## config.mk

```make
export PLATFORM = sky130hd
export DESIGN_NAME = bus_arbiter_xbar
export DESIGN_NICKNAME = d
export VERILOG_FILES = /design/src/rtl/bus_arbiter_xbar_pkg.sv /design/src/rtl/bus_rr_arbiter.sv /design/src/rtl/bus_arbiter_xbar.sv
export SDC_FILE = /design/constraint.sdc
export NUM_CORES = 1
export LEC_CHECK = 0
export BUFFER_PORTS_ARGS = -buffer_cell sky130_fd_sc_hd__buf_4
export CAP_MARGIN = 20
export CORE_AREA = 4 4 391 393
export DETAILED_ROUTE_END_ITERATION = 6
export DIE_AREA = 0 0 395 397
export PLACE_DENSITY_LB_ADDON = 0.1
export SLEW_MARGIN = 20
export SYNTH_ARGS = -nofsm -noshare
export SYNTH_HDL_FRONTEND = slang
export SYNTH_SLANG_ARGS = --single-unit
```

## constraint.sdc

```tcl
create_clock -name clk -period 14.1 [get_ports clk]
set_input_delay 2.82 -clock clk [delete_from_list [all_inputs] [get_ports clk]]
set_output_delay 2.82 -clock clk [all_outputs]
set_load 0.02 [all_outputs]
```

## src/rtl/bus_arbiter_xbar_pkg.sv

```systemverilog
`default_nettype none
// ============================================================================
// Module      : bus_arbiter_xbar_pkg
// Description : Shared constants and types for the bus arbiter crossbar:
//               arbitration mode codes, FSM state encoding and an index-width
//               helper used to size master/slave index registers.
// Revision    : 1.0 - initial release
// ============================================================================
package bus_arbiter_xbar_pkg;

    localparam int ARB_FIXED = 0;   // lowest requesting index wins
    localparam int ARB_RR    = 1;   // round-robin, search upward from pointer

    typedef enum logic [0:0] {
        IDLE = 1'b0,
        BUSY = 1'b1
    } state_t;

    // Width of an index into an n-entry vector; never narrower than 1 bit.
    function automatic int idx_width(input int n);
        return (n > 1) ? $clog2(n) : 1;
    endfunction

endpackage
`default_nettype wire

```

## src/rtl/bus_rr_arbiter.sv

```systemverilog
`default_nettype none
// ============================================================================
// Module      : bus_rr_arbiter
// Description : Combinational arbiter. Picks one requester from i_req, either
//               the lowest index (fixed mode) or the first one found searching
//               upward from i_rr_ptr with wrap-around (round-robin mode).
// Ports       : i_req        request vector
//               i_rr_ptr     round-robin start index (ignored in fixed mode)
//               i_rr_mode    1 = round-robin, 0 = fixed priority
//               o_grant      one-hot grant
//               o_grant_idx  binary index of the granted requester
//               o_grant_vld  at least one request present
// Revision    : 1.0 - initial release
// ============================================================================
module bus_rr_arbiter #(
    parameter int N     = 4,
    parameter int IDX_W = 2
) (
    input  logic [N-1:0]     i_req,
    input  logic [IDX_W-1:0] i_rr_ptr,
    input  logic             i_rr_mode,
    output logic [N-1:0]     o_grant,
    output logic [IDX_W-1:0] o_grant_idx,
    output logic             o_grant_vld
);

    localparam logic [N-1:0] c_one = N'(1);

    int w_pos;

    // Scan offsets from farthest to nearest so the nearest hit overwrites.
    always_comb begin
        o_grant     = '0;
        o_grant_idx = '0;
        o_grant_vld = 1'b0;
        w_pos       = 0;
        for (int k = N - 1; k >= 0; k--) begin
            w_pos = i_rr_mode ? (int'(i_rr_ptr) + k) % N : k;
            if (|(i_req & (c_one << w_pos))) begin
                o_grant_idx = IDX_W'(w_pos);
                o_grant_vld = 1'b1;
            end
        end
        if (o_grant_vld) begin
            o_grant = c_one << o_grant_idx;
        end
    end

endmodule
`default_nettype wire

```

## src/rtl/bus_arbiter_xbar.sv

```systemverilog
`default_nettype none
// ============================================================================
// Module      : bus_arbiter_xbar
// Description : N-master to N-slave shared bus with a registered arbiter,
//               req/ack handshake with slave wait states, timeout and
//               unmapped-address error responses, and per-master stalls.
// Ports       : clk, rst          clock, asynchronous active-high reset
//               m_req_i/we/addr/wdata   master requests (flattened vectors)
//               m_rdata_o/ack_o/err_o   registered master responses
//               m_stall_o          master pipeline hold
//               s_req_o/we/addr/wdata   slave requests (only selected slave)
//               s_rdata_i/ack_i    slave responses
//               busy_o             transaction in progress
// Revision    : 1.0 - initial release
// ============================================================================
module bus_arbiter_xbar
    import bus_arbiter_xbar_pkg::*;
#(
    parameter int N_MASTERS = 4,
    parameter int N_SLAVES  = 6,
    parameter int ADDR_W    = 32,
    parameter int DATA_W    = 32,
    parameter int SEL_W     = 4,
    parameter int ARB_MODE  = 0,
    parameter int TIMEOUT   = 255,
    parameter int CNT_W     = 8
) (
    input  logic                          clk,
    input  logic                          rst,
    input  logic [N_MASTERS-1:0]          m_req_i,
    input  logic [N_MASTERS-1:0]          m_we_i,
    input  logic [N_MASTERS*ADDR_W-1:0]   m_addr_i,
    input  logic [N_MASTERS*DATA_W-1:0]   m_wdata_i,
    output logic [N_MASTERS*DATA_W-1:0]   m_rdata_o,
    output logic [N_MASTERS-1:0]          m_ack_o,
    output logic [N_MASTERS-1:0]          m_err_o,
    output logic [N_MASTERS-1:0]          m_stall_o,
    output logic [N_SLAVES-1:0]           s_req_o,
    output logic [N_SLAVES-1:0]           s_we_o,
    output logic [N_SLAVES*ADDR_W-1:0]    s_addr_o,
    output logic [N_SLAVES*DATA_W-1:0]    s_wdata_o,
    input  logic [N_SLAVES*DATA_W-1:0]    s_rdata_i,
    input  logic [N_SLAVES-1:0]           s_ack_i,
    output logic                          busy_o
);

    localparam int IDX_W = idx_width(N_MASTERS);
    localparam int LOW_W = ADDR_W - SEL_W;
    localparam logic [N_MASTERS-1:0] c_one = N_MASTERS'(1);

    state_t                   r_state, w_state_nxt;
    logic [IDX_W-1:0]         r_grant, r_rr_ptr;
    logic [SEL_W-1:0]         r_sel;
    logic [CNT_W-1:0]         r_cnt;
    logic [N_MASTERS-1:0]     r_ack, r_err;
    logic [N_MASTERS*DATA_W-1:0] r_rdata;

    logic [N_MASTERS-1:0]     w_arb_req, w_arb_grant;
    logic [IDX_W-1:0]         w_arb_idx;
    logic                     w_arb_vld;
    logic [SEL_W-1:0]         w_new_sel;

    logic                     w_g_req, w_g_we;
    logic [ADDR_W-1:0]        w_g_addr;
    logic [DATA_W-1:0]        w_g_wdata;
    logic                     w_s_ack;
    logic [DATA_W-1:0]        w_s_rdata;
    logic                     w_done, w_err;
    logic [DATA_W-1:0]        w_rd;
    logic [N_MASTERS*DATA_W-1:0] w_rdata_vec;

    // The master being acked still holds its request during the ack cycle;
    // mask it so that request is not re-granted.
    assign w_arb_req = m_req_i & ~r_ack;

    bus_rr_arbiter #(
        .N     (N_MASTERS),
        .IDX_W (IDX_W)
    ) u_arb (
        .i_req       (w_arb_req),
        .i_rr_ptr    (r_rr_ptr),
        .i_rr_mode   (ARB_MODE == ARB_RR),
        .o_grant     (w_arb_grant),
        .o_grant_idx (w_arb_idx),
        .o_grant_vld (w_arb_vld)
    );

    always_comb begin
        w_state_nxt = r_state;
        w_done      = 1'b0;
        w_err       = 1'b0;
        w_rd        = '0;
        w_g_req     = 1'b0;
        w_g_we      = 1'b0;
        w_g_addr    = '0;
        w_g_wdata   = '0;
        w_new_sel   = '0;
        w_s_ack     = 1'b0;
        w_s_rdata   = '0;
        w_rdata_vec = '0;
        s_req_o     = '0;
        s_we_o      = '0;
        s_addr_o    = '0;
        s_wdata_o   = '0;

        for (int i = 0; i < N_MASTERS; i++) begin
            if (int'(r_grant) == i) begin
                w_g_req   = m_req_i[i];
                w_g_we    = m_we_i[i];
                w_g_addr  = m_addr_i[i*ADDR_W +: ADDR_W];
                w_g_wdata = m_wdata_i[i*DATA_W +: DATA_W];
            end
            if (w_arb_grant[i]) begin
                w_new_sel = m_addr_i[i*ADDR_W + ADDR_W - 1 -: SEL_W];
            end
        end

        case (r_state)
            IDLE: begin
                if (w_arb_vld) begin
                    w_state_nxt = BUSY;
                end
            end
            BUSY: begin
                if (!w_g_req) begin
                    // Abort: slave outputs stay 0, no response.
                    w_state_nxt = IDLE;
                end else if (int'(r_sel) >= N_SLAVES) begin
                    w_done      = 1'b1;
                    w_err       = 1'b1;
                    w_state_nxt = IDLE;
                end else begin
                    for (int j = 0; j < N_SLAVES; j++) begin
                        if (int'(r_sel) == j) begin
                            s_req_o[j]                  = 1'b1;
                            s_we_o[j]                   = w_g_we;
                            s_addr_o[j*ADDR_W +: ADDR_W] = {{SEL_W{1'b0}}, w_g_addr[LOW_W-1:0]};
                            s_wdata_o[j*DATA_W +: DATA_W] = w_g_wdata;
                            w_s_ack                     = s_ack_i[j];
                            w_s_rdata                   = s_rdata_i[j*DATA_W +: DATA_W];
                        end
                    end
                    if (w_s_ack) begin
                        w_done      = 1'b1;
                        w_rd        = w_g_we ? '0 : w_s_rdata;
                        w_state_nxt = IDLE;
                    end else if (r_cnt == CNT_W'(TIMEOUT - 1)) begin
                        // This is the TIMEOUT-th cycle without an ack.
                        w_done      = 1'b1;
                        w_err       = 1'b1;
                        w_state_nxt = IDLE;
                    end
                end
            end
            default: w_state_nxt = IDLE;
        endcase

        for (int i = 0; i < N_MASTERS; i++) begin
            if (w_done && int'(r_grant) == i) begin
                w_rdata_vec[i*DATA_W +: DATA_W] = w_rd;
            end
        end
    end

    always_ff @(posedge clk or posedge rst) begin
        if (rst) begin
            r_state  <= IDLE;
            r_grant  <= '0;
            r_sel    <= '0;
            r_rr_ptr <= '0;
            r_cnt    <= '0;
            r_ack    <= '0;
            r_err    <= '0;
            r_rdata  <= '0;
        end else begin
            r_state <= w_state_nxt;
            r_ack   <= w_done ? (c_one << r_grant) : '0;
            r_err   <= (w_done && w_err) ? (c_one << r_grant) : '0;
            r_rdata <= w_rdata_vec;
            if (r_state == IDLE) begin
                r_cnt <= '0;
                if (w_arb_vld) begin
                    r_grant <= w_arb_idx;
                    r_sel   <= w_new_sel;
                end
            end else begin
                r_cnt <= r_cnt + CNT_W'(1);
                if (w_done && ARB_MODE == ARB_RR) begin
                    r_rr_ptr <= (int'(r_grant) == N_MASTERS - 1) ? '0 : r_grant + IDX_W'(1);
                end
            end
        end
    end

    assign m_ack_o   = r_ack;
    assign m_err_o   = r_err;
    assign m_rdata_o = r_rdata;
    assign m_stall_o = m_req_i & ~r_ack;
    assign busy_o    = (r_state == BUSY);

endmodule
`default_nettype wire

```

After elaboration in Yosys (flattened, before gate mapping)
Index checks and enable logic that the tools add are counted.
{ "word_totals": {"ff_bits": 151, "in_bits": 464, "output_inout_bits": 537, "word_cells": 138} }
{ "classes": {"add_sub_neg": 1, "n_lt_le_gt_ge": 1, "n_eq_ne": 9, "shifts": 2, "n_mux": 107, "bitwise": 3, "n_reduce_logical": 8} }
{ "op_table": {"columns": ["op", "n"], "rows": [
  ["$mux 32", 25],
  ["$mux 192", 3],
  ["$mux 188", 3],
  ["$mux 28", 10],
  ["$mux 1", 47],
  ["$mux 6", 6],
  ["$mux 4", 7],
  ["$add 8x1->8 const B", 1],
  ["$eq 4x3->1 const B", 2],
  ["$eq 4x4->1 const B", 2],
  ["$eq 8x8->1 const B", 1],
  ["$mux 2", 4],
  ["$mux 8", 1],
  ["$shl 1x2->4 const A", 2],
  ["$logic_and 1x1->1", 5],
  ["$and 4x4->4", 1],
  ["$eq 2x2->1 const B", 2],
  ["$eq 4x2->1 const B", 1],
  ["$ge 4x3->1 const B", 1],
  ["$logic_not 4->1", 1],
  ["$not 4->4", 1],
  ["$eq 2x1->1 const B", 1],
  ["$logic_not 2->1", 1],
  ["$pmux 1 s2", 1],
  ["other kinds (2)", 2]
]} }

Logic depth before layout (Yosys ltp)
{ "depth": {"depth_word": 16, "mapped_depth": 8} }

By module
Synthesis repeated with hierarchy kept, for this count alone.
{ "unflattened": {"hier_cells": 1283, "hier_area_um2": 11200.7} }
{ "by_module_without_submodules": {"columns": ["mod", "instances", "cells_each", "area_each_um2", "seq_area_each_um2"], "rows": [
  ["bus_arbiter_xbar", 1, 1228, 10824.1, 3778.6],
  ["bus_rr_arbiter", 1, 55, 376.6, 0.0]
]} }

Worst setup path after synthesis
No wires, ideal clock.
{ "synth_timing": {"path_type": "input to output", "start": "input port m_req_i[3]", "end": "output port s_addr_o[178]", "arrival_time_ns": 4.085, "setup_slack_ns": 7.195, "cell_stages": 5, "path_buffers": 1, "cell_sequence": "mux2i_1 o22ai_2 nor2b_1 clkbuf_1 and2_1"} }
{ "synth_between": {"elab_chain_len": 3} }
{ "synth_lines": {"columns": ["item", "line_no", "rtl"], "rows": [
  ["from (decl)", "bus_arbiter_xbar.sv:30", "input logic [N_MASTERS-1:0] m_req_i,"],
  ["$mux 1", "bus_arbiter_xbar.sv:107", "if (int'(r_grant) == i) begin"],
  ["$mux 188", "bus_arbiter_xbar.sv:125", "if (!w_g_req) begin"],
  ["$mux 188", "bus_arbiter_xbar.sv:118", "case (r_state)"],
  ["to (decl)", "bus_arbiter_xbar.sv:40", "output logic [N_SLAVES*ADDR_W-1:0] s_addr_o,"]
]} }
No other way between the ends.

Worst setup path in the final report
{ "layout_timing": {"start": "input port m_req_i[1]", "end": "output port s_wdata_o[89]"} }
{ "layout_between": {"elab_chain_len": 5} }
{ "layout_lines": {"columns": ["item", "line_no", "rtl"], "rows": [
  ["$mux 1 (3 in series)", "bus_arbiter_xbar.sv:107", null],
  ["$mux 192", "bus_arbiter_xbar.sv:125", null],
  ["$mux 192", "bus_arbiter_xbar.sv:118", null],
  ["to (decl)", "bus_arbiter_xbar.sv:41", "output logic [N_SLAVES*DATA_W-1:0] s_wdata_o,"]
]} }
No other way between the ends.

==> results.md <==
* Post-Syn Area per Cell at 8.70 sq um
* Die height at roughly 400 microns
* Hold Buf Count CTS at 0
* Initial antenna violation count at 10
* Final nets at between 2000 and 3000
* Worst relative slew slack at 0.243
* Via count at ~14000
* Design Power at approximately 0.0032 W
* Final clock skew at 0.0136 ns
* Min-delay worst type: flop to flop
* Fillers at roughly 17000
* DR WL/cell at 24.9 microns
* Lkg Pwr at roughly 9.6 nW
* Die Area at about 160000 sq um
* Final setup TNS at 0 ns
* CTS tree: built
* Warnings from Yosys at 0
* Port Buffers at a little under 1000
* DRT Pass-1 Iters at 5
* Sequential cell area at approximately 3800 sq um
* Final Max Tran Viols at 0
* Largest net degree at the start of global routing at slightly above 70
* Max Fanout on Critical Path at 63
* GPL Wtd Cong at between 0.8 and 0.9
* Power share of the clock group at 0.155
* Maxcap violations at 0
* Post_cts resized at 0
* Yosys reg bits at ~150
* RSZ-0062 raised after global routing: no
* Postcts setup bufs at 0
* Area after DPL at just over 20000 sq um
* Comb power frac at 0.680
* Synth Cell Area at about 11000 sq um
* First-pass GRT wire length at approximately 140000 microns
* Multi-input gate area at about 6500 sq um
* Clk_lat worst skew at between 0.4 and 0.5 ns
* Boundary pin count at 1001
* H-tree depth at 4
* Status: finished clean
* Root Driver: clkbuf_16
* Setup-failing EPs final at 0
* DRT iter0 DRCs at 693
* Final HPWL DP at around 86000 microns
* Fin. Hold Viols at 0
* NetSw at about 0.0018 W
* VDD IR-drop max at 0.0934 mV
* Critical path startpoint category: primary input
* Syn-to-layout area delta at 93.3%
* Post-route ant nets at 0
* Sw Share at 0.567
* Total CTS buffers at 17
* Crit Path Category: primary input to output port
* Clock sink count at 151
* Top FF cell, synth: dfrtp_1
* Post-synth EDFFs at 0
* Clock Path Buffers at 2
* Fraction of layout cells with a size suffix above 1 at 0.545
* Worst slew pin tran at approximately 1.1 ns
* CP endpoint kind: output port
* Post-route cell area at 21200 sq um
* P per Cell Area at 150 nW/um^2
* Commonest non-fill, non-tap cell in the layout: buf_4
* # DRC at 0
* Total congestion overflow at 0
* Critical Path RT at between 10 and 15 ns
* Internal Power at approximately 0.0014 W
* Post-Synthesis Cells at between 1000 and 1500
* Seq pwr share at 0.165
* Clock-pin slew on the worst setup and hold paths at 0.06 ns
* Vias in the first global route at roughly 15000
* Total GRT Usage at 0.127
* Final Cycle Share at 0.554
* Synth async-reset ratio at 1.00
* Cell variety after synth at 53
* Seq/Total Area, Yosys at 0.345
* Final min period at between 7 and 8 ns
* Row Count at 142
* Initial core utilization at 0.0733
* WP data arrival at between 4 and 5 ns
* Most frequent cells in the layout: buf_4 (1006), nor2_1 (358), dfrtp_1 (146)
* Achievable frequency at 128 MHz
* Total core area at between 100000 and 150000 sq um
* Routed vias/inst at between 3 and 4
* Final wirelength at roughly 100000 microns
* R2r setup slk at roughly 9.4 ns
* Chip width at between 300 and 400 microns
## per-stage QoR
stage / utilization / worst slack, ns / hold WS, ns / cells
6_report: 0.142 / 6.29 / 0.487 / 4199
5_1_grt: 0.142 / 6.12 / 0.530 / 4189
4_1_cts: 0.141 / 6.21 / 0.492 / 4187
3_5_place_dp: 0.137 / 6.21 / 0.484 / 4155
3_3_place_gp: 0.137 / 6.11 / 0.476 / 4152
2_1_floorplan: - / 7.19 / 0.452 / 1282
## cell families (layout without fill, tap and decap cells)
group,Yosys count,count (layout),synth area share
compound gates,146,146,0.0955
xor+xnor,4,4,0.00320
fa+ha+maj,2,2,0.00228
buf+inv,164,1054,0.0767
flops,151,151,0.345
mux,102,102,0.165
other cells,1,35,0.000342
simple gates,689,689,0.312
## Yosys cell counts (2+ instances only)
library cell	count	area (sq um)
o21bai_1	5	37.5
a21boi_0	3	22.5
mux2_2	22	248
nor3b_1	2	15.0
or3_1	3	18.8
nand2_1	77	289
dfrtp_1	151	3780
o22ai_1	27	169
buf_2	48	240
o22a_1	28	245
nor4bb_1	4	40.0
o21ai_0	6	30.0
ha_1	2	25.0
xnor2_1	3	26.3
nand2b_1	8	50.1
mux2i_1	19	190
nand4_1	10	62.6
nor3_1	27	135
nand3_1	12	60.1
buf_1	4	15.0
nor2b_1	6	37.5
inv_1	13	48.8
and2_1	65	407
nor4_2	30	375
buf_4	40	300
a22o_1	4	35.0
nor4_1	75	469
o21a_1	4	30.0
buf_6	2	22.5
a2bb2oi_1	22	193
mux4_2	61	1370
a31o_2	6	52.6
clkbuf_1	57	214
a21oi_1	35	175
nor2_1	358	1340
nand3b_1	3	22.5
## worst max-delay path, stage by stage
cell	delay [ns]
buf_4	0.10
mux2i_1	0.08
o22ai_2	0.19
buf_4	0.31
nand3_4	0.78
nor2_1	0.40
buf_4	0.20
## final cells by class
type,count,share of cell area
antenna,11,0.00130
clock buffer,17,0.0201
clock inverter,15,0.00862
inverter,13,0.00254
multi-input combinational,967,0.309
sequential,151,0.179
tap,2016,0.119
timing repair buffer,1009,0.360
## per-layer routing
metal / wire [microns] / share of wire / track usage / vias to the layer above
li1: - / - / - / 6221
met1: 43200 / 0.41 / 0.153 / 7028
met2: 54800 / 0.52 / 0.232 / 535
met3: 5230 / 0.050 / 0.0247 / 48
met4: 1360 / 0.013 / 0.0248 / 0
met5: 0 / 0 / 0 / -
## final timing paths
check / start / to / cells after the start
max: m_req_i[1] / s_wdata_o[89] / 7
min: r_cnt[0] / r_cnt[0] / 1
max reg2reg: r_sel[0] / m_rdata_o[61] / 8
min reg2reg: r_cnt[0] / r_cnt[0] / 1
max in group asynchronous: rst / m_rdata_o[68] / 4
min in group asynchronous: rst / m_rdata_o[55] / 2
## registers in the layout, indices dropped and copies added, names as in the netlist
signal     count
m_rdata_o    128
r_cnt          8
m_ack_o        4
m_err_o        4
r_sel          4
r_grant        2
busy_o         1
## power groups by stage
stage	Clock [W]	Combinational, W	Sequential [W]
finish	0.000494	0.00216	0.000524
detailed placement	0	0.00223	0.000537
floorplan	0	0.00123	0.000491
global route	0.000531	0.00232	0.000534
CTS	0.000522	0.00223	0.000529
global placement	0	0.00221	0.000536
Power figures use the tool's default switching activity.
